File: src/rtl/rvb_simple_core.sv
// Bitmanip "simple" execution unit: logic-with-negate, min/max, pack, cmix/cmov
// and the RV64 unsigned-word add/sub ops, with one registered output stage.
module rvb_simple_core #(
    parameter int XLEN = 32
) (
    input  logic            clock,
    input  logic            reset,
    input  logic            din_valid,
    output logic            din_ready,
    input  logic [XLEN-1:0] din_rs1,
    input  logic [XLEN-1:0] din_rs2,
    input  logic [XLEN-1:0] din_rs3,
    input  logic            din_insn3,
    input  logic            din_insn5,
    input  logic            din_insn12,
    input  logic            din_insn13,
    input  logic            din_insn14,
    input  logic            din_insn25,
    input  logic            din_insn26,
    input  logic            din_insn27,
    input  logic            din_insn30,
    output logic            dout_valid,
    input  logic            dout_ready,
    output logic [XLEN-1:0] dout_rd
);

    logic            r_dout_valid;
    logic [XLEN-1:0] r_dout_rd;

    logic [2:0]      w_f3;
    logic            w_insn3;
    logic            w_insn5;
    logic            w_accept;
    logic            w_lt_s;
    logic            w_lt_u;
    logic [31:0]     w_addw;
    logic [31:0]     w_subw;
    logic [XLEN-1:0] w_rs2_zext32;
    logic [XLEN-1:0] w_result;

    assign w_f3     = {din_insn14, din_insn13, din_insn12};
    // On RV32 the W-op encodings do not exist: behave as if insn3=0, insn5=1.
    assign w_insn3  = (XLEN == 64) && din_insn3;
    assign w_insn5  = (XLEN != 64) || din_insn5;

    assign din_ready = !r_dout_valid || dout_ready;
    assign w_accept  = din_valid && din_ready;

    assign w_lt_s       = $signed(din_rs1) < $signed(din_rs2);
    assign w_lt_u       = din_rs1 < din_rs2;
    assign w_addw       = din_rs1[31:0] + din_rs2[31:0];
    assign w_subw       = din_rs1[31:0] - din_rs2[31:0];
    assign w_rs2_zext32 = XLEN'(din_rs2[31:0]);

    always_comb begin
        w_result = '0;
        if (din_insn26) begin
            if (w_f3 == 3'b001)
                w_result = (din_rs1 & din_rs2) | (din_rs3 & ~din_rs2);
            else if (w_f3 == 3'b101)
                w_result = (din_rs2 != '0) ? din_rs1 : din_rs3;
        end else if (!w_insn3) begin
            if (!din_insn27) begin
                if (din_insn30) begin
                    case (w_f3)
                        3'b111:  w_result = din_rs1 & ~din_rs2;
                        3'b110:  w_result = din_rs1 | ~din_rs2;
                        3'b100:  w_result = ~(din_rs1 ^ din_rs2);
                        default: w_result = '0;
                    endcase
                end
            end else if (din_insn25) begin
                case (w_f3)
                    3'b100:  w_result = w_lt_s ? din_rs1 : din_rs2;
                    3'b101:  w_result = w_lt_s ? din_rs2 : din_rs1;
                    3'b110:  w_result = w_lt_u ? din_rs1 : din_rs2;
                    3'b111:  w_result = w_lt_u ? din_rs2 : din_rs1;
                    default: w_result = '0;
                endcase
            end else begin
                case (w_f3)
                    3'b100: begin
                        if (din_insn30)
                            w_result = {din_rs2[XLEN-1:XLEN/2], din_rs1[XLEN-1:XLEN/2]};
                        else
                            w_result = {din_rs2[XLEN/2-1:0], din_rs1[XLEN/2-1:0]};
                    end
                    3'b111:  w_result = {{(XLEN-16){1'b0}}, din_rs2[7:0], din_rs1[7:0]};
                    default: w_result = '0;
                endcase
            end
        end else if (w_f3 == 3'b000) begin
            if (!w_insn5)
                w_result = XLEN'(w_addw);
            else if (din_insn25)
                w_result = din_insn30 ? XLEN'(w_subw) : XLEN'(w_addw);
            else if (din_insn27)
                w_result = din_insn30 ? (din_rs1 - w_rs2_zext32) : (din_rs1 + w_rs2_zext32);
        end
    end

    // Accept wins over drain, so a simultaneous accept/drain keeps dout_valid high.
    always_ff @(posedge clock) begin
        if (!reset) begin
            r_dout_valid <= 1'b0;
            r_dout_rd    <= '0;
        end else if (w_accept) begin
            r_dout_valid <= 1'b1;
            r_dout_rd    <= w_result;
        end else if (dout_ready) begin
            r_dout_valid <= 1'b0;
        end
    end

    assign dout_valid = r_dout_valid;
    assign dout_rd    = r_dout_rd;

endmodule

File: config.mk
export PLATFORM = sky130hd
export DESIGN_NAME = rvb_simple_core
export DESIGN_NICKNAME = d
export VERILOG_FILES = /design/src/rtl/rvb_simple_core.sv
export SDC_FILE = /design/constraint.sdc
export NUM_CORES = 1
export LEC_CHECK = 0
export BUFFER_PORTS_ARGS = -buffer_cell sky130_fd_sc_hd__buf_4
export CORE_ASPECT_RATIO = 0.9
export CORE_MARGIN = 2
export CORE_UTILIZATION = 50
export CTS_CLUSTER_SIZE = 28
export DETAILED_ROUTE_END_ITERATION = 10
export PLACE_DENSITY = 0.75
export SYNTH_ARGS = -nofsm -noshare
export SYNTH_HDL_FRONTEND = slang
export SYNTH_SLANG_ARGS = --single-unit
export TNS_END_PERCENT = 5
File: constraint.sdc
create_clock -name clock -period 6.9 [get_ports clock]
set_clock_uncertainty 0.15 [all_clocks]
set_input_delay 1.38 -clock clock [delete_from_list [all_inputs] [get_ports clock]]
set_output_delay 1.38 -clock clock [all_outputs]
set_load 0.005 [all_outputs]
==> results.json, run 1 <==
{
  "design_area_um2": 7130,
  "start_util_pct": 51.6,
  "clk_latency_ns": 0.29,
  "peakVddDrop_mv": 0.0799,
  "synthesis.area_um2": 5940,
  "ctsResizeCount": 0,
  "outcome": "complete, no violations",
  "report.power.total_mw": 0.864,
  "path_clk_slew_ns": 0.06,
  "htree_levels": 2,
  "dr_total_vias": 7031,
  "antenna_found_initial": 0,
  "die_y_um": 107,
  "cts_setup_buffers": 0,
  "synth_edf_count": 0,
  "drc_errors": 0,
  "num_rows": 37,
  "grt_pass1_wl_um": 36100,
  "dieArea_um2": 12800,
  "synth_seq_cells": 33,
  "fmax_ghz": 0.225,
  "critPathLaunchType": "primary input",
  "holdCritPathClass": "flip-flop to flip-flop",
  "whs_ns": 0.332,
  "post-dp-hpwl_um": 15900,
  "setup-tns-final_ns": 0,
  "max_slew_margin_pct": 15.1,
  "place_area_um2": 6990,
  "rsz0062_at_grt": "false",
  "ant_nets": 0,
  "pin_count": 143,
  "maxCapViolCount": 0,
  "routed_via_density": 6.78,
  "min_to": "dout_rd[1]",
  "synth_cell_types": 52,
  "synth_nets": 960,
  "post_drt_wl_per_cell_um": 22.1,
  "routed_wl_um": 22900,
  "syn2layout_area_growth_pct": 20.0,
  "crit_arrival_ns": 4.48,
  "yosysWarningCount": 0,
  "n_fill_cell": 1029,
  "synthesis.instances": 787,
  "critPathCaptureType": "flip-flop",
  "async_flop_share_pct": 0,
  "clockBufferDepth": 2,
  "cts.sinks": 33,
  "grtUsageTotal_pct": 35.2,
  "regArea_um2": 661,
  "nets": 1054,
  "timing.final.crit_share_pct": 64.4,
  "hold_buffers": 0,
  "cts_tree": "yes",
  "worst_pin_slew_ns": 1.27,
  "syn_area_per_cell_um2": 7.55,
  "die_w_um": 119,
  "cts_buffers": 5,
  "r2r_start": "dout_valid",
  "place.gp.congestion": 0.937,
  "layout_commonest_cell": "buf_4",
  "grt-ovfl-total": 0,
  "power_density_nw_per_um2": 121,
  "finalCriticalPeriod_ns": 4.45,
  "first_pass_iters": 6,
  "coreArea_um2": 11500,
  "hp-start": "dout_rd[1]",
  "dp_slack_ns": 2.26,
  "ys.flop_type": "dfxtp_1",
  "grt_max_degree": 59,
  "r2r_slack_ns": 4.31,
  "final_max_slew_viol_count": 0,
  "min_path_cells": 2,
  "r2r_end": "dout_rd[31]",
  "drt_iter0_markers": 1017,
  "p_leak_nw": 3.25,
  "timing_worst_setup_path_type": "primary input to flip-flop",
  "setup_violations": 0,
  "worstRegToRegCells": 7,
  "cp.required_ns": 6.93,
  "drive_gt1_share_pct": 20.8,
  "ys_seq_area_share_pct": 11.1,
  "final_cell_mix": "buf_4 (147), mux2i_1 (104), inv_1 (81), o21ai_0 (66), ha_1 (64)",
  "cts-root-buf": "clkbuf_16",
  "numPortBuffers": 140,
  "antennaDiodeCount": 0,
  "cp_max_fo": 16,
  "multiInputGateArea_um2": 4730,
  "finalWorstSetupSlack_ns": 2.45,
  "hold_viol_final": 0,
  "grt_pass1_vias": 6867
}
power by group:
part           internal [mW]  switching [mW]
sequential             0.202         0.00856
clock                  0.143           0.103
combinational          0.175           0.233
cell families (layout without fill, tap and decap cells):
kind of cell	after synthesis	count (layout)	synth area share (%)
xor gates and xnor gates	1	1	0.463
buffers and inverters	141	235	9.56
muxes	105	105	17.9
DFF	33	33	11.1
AOI/OAI and AO/OA	293	293	35.1
and+or+nand+nor	150	150	12.4
adders and majority gates	64	64	13.5
state kept, by name, indices dropped and copies added, names as in the netlist:
| name | cells |
|---|---|
| dout_rd | 32 |
| dout_valid | 1 |
worst max-delay path by stage:
stage / startpoint / end / slack, ns / cells after the start
after global routing: din_rs2[9] / dout_rd[9] / 2.35 / 10
after floorplan: din_rs1[31] / dout_rd[0] / 2.97 / 11
after detailed placement: din_rs1[23] / dout_rd[13] / 2.26 / 11
after global placement: din_rs1[21] / dout_rd[10] / 2.29 / 11
after CTS: din_rs1[23] / dout_rd[13] / 2.54 / 11
final: din_rs1[31] / dout_rd[10] / 2.45 / 11
layer usage:
metal  vias to the layer above  global-route usage [%]  wire length, um
met5                         -                       0                0
met1                      3338                    47.3             9610
met4                         0                    14.7              769
li1                       3170                       -                -
met3                        69                    6.04             2390
met2                       454                    55.9            10100
critical path: stages:
cell and delay (ns):
buf_4 0.13, inv_1 0.06, ha_1 0.37, nand4_1 0.21, nor4_1 0.55, nand2_1 0.11, a31o_2 0.26, o211a_4 0.18
xnor2_4 0.75, mux2i_1 0.20, a31o_2 0.28
final cells by class:
class / instances / share of cell area [%]
repair buffers: 147 / 15.5
inverters: 81 / 4.26
flip-flops and latches: 33 / 9.26
clock buffers: 7 / 2.00
well taps: 156 / 2.74
multi-input cells: 613 / 66.3
synthesized netlist by cell type (all sizes together) (2+ instances only):
library cell	instances	area, um^2
a211oi	15	113
a21oi	49	249
a221oi	15	131
a22o	10	87.6
a22oi	25	188
a2bb2oi	7	61.3
a31o	8	70.1
a32oi	7	61.3
and2	3	18.8
and3	3	18.8
buf	13	86.3
clkbuf	47	178
dfxtp	33	661
ha	64	801
inv	81	304
mux2i	105	1060
nand2	46	173
nand2b	15	93.8
nand3	10	50.1
nand4	15	93.8
nor2	29	109
nor2b	4	25.0
nor3	10	50.1
nor4	10	62.6
o211a	10	108
o211ai	2	15.0
o21ai	75	375
o21bai	16	120
o221a	15	169
o221ai	32	280
or3	2	17.5
through the flow:
stage | std cells | utilization [%]
after floorplan | 787 | -
after global placement | 1030 | 60.7
after detailed placement | 1030 | 60.7
after CTS | 1037 | 61.9
after global routing | 1037 | 61.9
final | 1037 | 61.9
No activity file was read; power rests on OpenSTA's default activity.
==> inputs of run 2 (changes only) <==
--- a/config.mk
+++ b/config.mk
@@ -5,6 +5,7 @@
 export SDC_FILE = /design/constraint.sdc
 export NUM_CORES = 1
 export LEC_CHECK = 0
+export ABC_AREA = 1
 export BUFFER_PORTS_ARGS = -buffer_cell sky130_fd_sc_hd__buf_4
 export CORE_ASPECT_RATIO = 0.9
 export CORE_MARGIN = 2
==> constraint.sdc (replaced) <==
create_clock -name clock -period 3.9 [get_ports clock]
set_clock_uncertainty 0.15 [all_clocks]
set_input_delay 0.78 -clock clock [delete_from_list [all_inputs] [get_ports clock]]
set_output_delay 0.78 -clock clock [all_outputs]
set_load 0.005 [all_outputs]
==> run 2 against run 1 <==
Worst setup slack lost 2.1 ns. Global-route usage grew 1.0 points. Critical path depth grew 11. Area after synthesis grew 37%. Critical endpoint is now dout_rd[6]. Largest cell class unchanged. Largest power group unchanged. Highest routed layer unchanged.
==> results.json, run 2 <==
{
  "outcome": "complete, no violations",
  "die_w_um": 139,
  "drive_gt1_share_pct": 14.2,
  "drc_errors": 0,
  "critPathCaptureType": "flip-flop",
  "holdCritPathClass": "flip-flop to flip-flop",
  "syn_area_per_cell_um2": 5.31,
  "routed_wl_um": 32200,
  "die_y_um": 125,
  "peakVddDrop_mv": 0.140,
  "maxCapViolCount": 0,
  "num_rows": 44,
  "yosysWarningCount": 0,
  "path_common_cell": "nand2_1",
  "nets": 1786,
  "synth_seq_cells": 33,
  "grt-ovfl-total": 0,
  "place.gp.congestion": 0.977,
  "design_area_um2": 9440,
  "finalCriticalPeriod_ns": 3.54,
  "worstRegToRegCells": 6,
  "cts_tree": "yes",
  "grt_pass1_wl_um": 52200,
  "htree_levels": 2,
  "synthTopCellsByArea": "nand2_1 (23%), nand3_1 (18%), ha_1 (9.8%)",
  "clk_latency_ns": 0.29,
  "pin_count": 143,
  "slowest_stage": "ha_1",
  "cp_top_family": "simple AND/OR/NAND/NOR gates",
  "cts.sinks": 33,
  "synth_cell_types": 34,
  "drt_iter0_markers": 1612,
  "cp.required_ns": 3.91,
  "hold_viol_final": 0,
  "syn2layout_area_growth_pct": 15.9,
  "post-dp-hpwl_um": 22100,
  "hold_buffers": 0,
  "ctsResizeCount": 0,
  "synthesis.instances": 1534,
  "dieArea_um2": 17300,
  "finalWorstSetupSlack_ns": 0.355,
  "yosysTopAreaCell": "nand2_1",
  "antennaDiodeCount": 0,
  "setup-tns-final_ns": 0,
  "ys_seq_area_share_pct": 8.11,
  "worst-path-buf-inv": 3,
  "grt_pass1_vias": 10200,
  "fmax_ghz": 0.282,
  "first_pass_iters": 6,
  "power_density_nw_per_um2": 206,
  "largest_reg_flops": 32,
  "timing_worst_setup_path_type": "primary input to flip-flop",
  "layout_commonest_cell": "nand2_1",
  "clockBufferDepth": 2,
  "cts_buffers": 5,
  "ant_nets": 0,
  "min_path_cells": 2,
  "synth_top_area_share_pct": 23.1,
  "max_slew_margin_pct": 46.3,
  "grtUsageTotal_pct": 36.3,
  "dr_total_vias": 11100,
  "coreArea_um2": 16000,
  "slowest_delay_ns": 0.43,
  "synthesis.area_um2": 8150,
  "routed_via_density": 6.09,
  "worst_pin_slew_ns": 0.806,
  "rsz0062_at_grt": "false",
  "timing.final.crit_share_pct": 90.9,
  "grt_max_degree": 75,
  "ys_top_cells_by_count": "nand2_1 (501), nand3_1 (299), inv_1 (147), a21oi_1 (102), o21ai_0 (86)",
  "critPathLaunchType": "primary input",
  "place_area_um2": 9270,
  "synth_nets": 1707,
  "final_cell_mix": "nand2_1 (500), nand3_1 (299), buf_4 (182), inv_1 (147), a21oi_1 (102)",
  "final_max_slew_viol_count": 0,
  "start_util_pct": 50.9,
  "synth_edf_count": 0,
  "cts-root-buf": "clkbuf_16",
  "cp_cell_sequence": "buf_4 -> inv_1 -> ha_1 -> nand2_2 -> nor2_2 -> and2_4 -> nand2_4 -> nor3_4 -> nand2_2 -> nand2_4 -> nand2_4 -> nand2_2 -> buf_4 -> nand2_1 -> nand3_1 -> nand3_1 -> nand2_1 -> nand2_1 -> nand2_1 -> nand2_1 -> nand2_1 -> a21oi_2",
  "p_leak_nw": 4.73,
  "cts_setup_buffers": 0,
  "crit_arrival_ns": 3.56,
  "numPortBuffers": 140,
  "antenna_found_initial": 0,
  "path_clk_slew_ns": 0.06,
  "ys.flop_type": "dfxtp_1",
  "cp_max_fo": 21,
  "cp.depth": 22,
  "post_drt_wl_per_cell_um": 17.7,
  "setup_violations": 0,
  "async_flop_share_pct": 0,
  "synth.most_common_cell": "nand2_1",
  "dp_slack_ns": 0.119
}
-- run 2: cells by family after synthesis --
logic type | share of synthesized area [%]
adders and majority gates | 9.83
AOI/OAI and AO/OA | 21.1
DFF | 8.11
buffers and inverters | 14.3
and+or+nand+nor | 46.6
-- run 2: power by group --
| part | switching (mW) | internal (mW) | leakage (nW) |
|---|---|---|---|
| clock | 0.171 | 0.320 | 0.0841 |
| sequential | 0.00933 | 0.356 | 0.270 |
| combinational | 0.702 | 0.390 | 4.37 |
-- run 2: worst min-delay path: stages (launching register included) --
cell and delay, ns:
dfxtp_1 0.31, nand2_1 0.06, a21oi_1 0.05
-- run 2: path summary, 6_finish.rpt --
| check | from | end | slack (ns) |
|---|---|---|---|
| worst min-delay path | dout_rd[14] | dout_rd[14] | 0.31 |
| worst min register to register | dout_rd[14] | dout_rd[14] | 0.31 |
| worst max register to register | dout_valid | dout_rd[30] | 2.30 |
| worst max-delay path | din_rs1[31] | dout_rd[6] | 0.36 |
-- run 2: layout make-up --
type                       instances  area [um^2]
clock buffer                       7          143
clock inverter                     1         30.0
fill                            1629         6580
inverter                         148          556
multi-input combinational       1239         6350
sequential                        33          661
tap                              207          259
timing repair buffer             186         1450
-- run 2: stage by stage --
| stage | total power, mW | hold slack [ns] | util [%] | std cells |
|---|---|---|---|---|
| CTS | 1.91 | 0.318 | 58.9 | 1821 |
| finish | 1.95 | 0.315 | 58.9 | 1821 |
| floorplan | 1.07 | 0.312 | - | 1534 |
| global placement | 1.40 | 0.303 | 57.9 | 1813 |
| global route | 2.07 | 0.338 | 58.9 | 1821 |
| detailed placement | 1.42 | 0.309 | 57.9 | 1813 |
-- run 2: routing by layer --
| metal | vias up | global-route usage, % | share of wire, % |
|---|---|---|---|
| li1 | 5294 | - | - |
| met1 | 4911 | 47.3 | 38 |
| met2 | 744 | 56.5 | 44 |
| met3 | 138 | 7.16 | 12 |
| met4 | 0 | 19.3 | 5.3 |
| met5 | - | 0 | 0 |
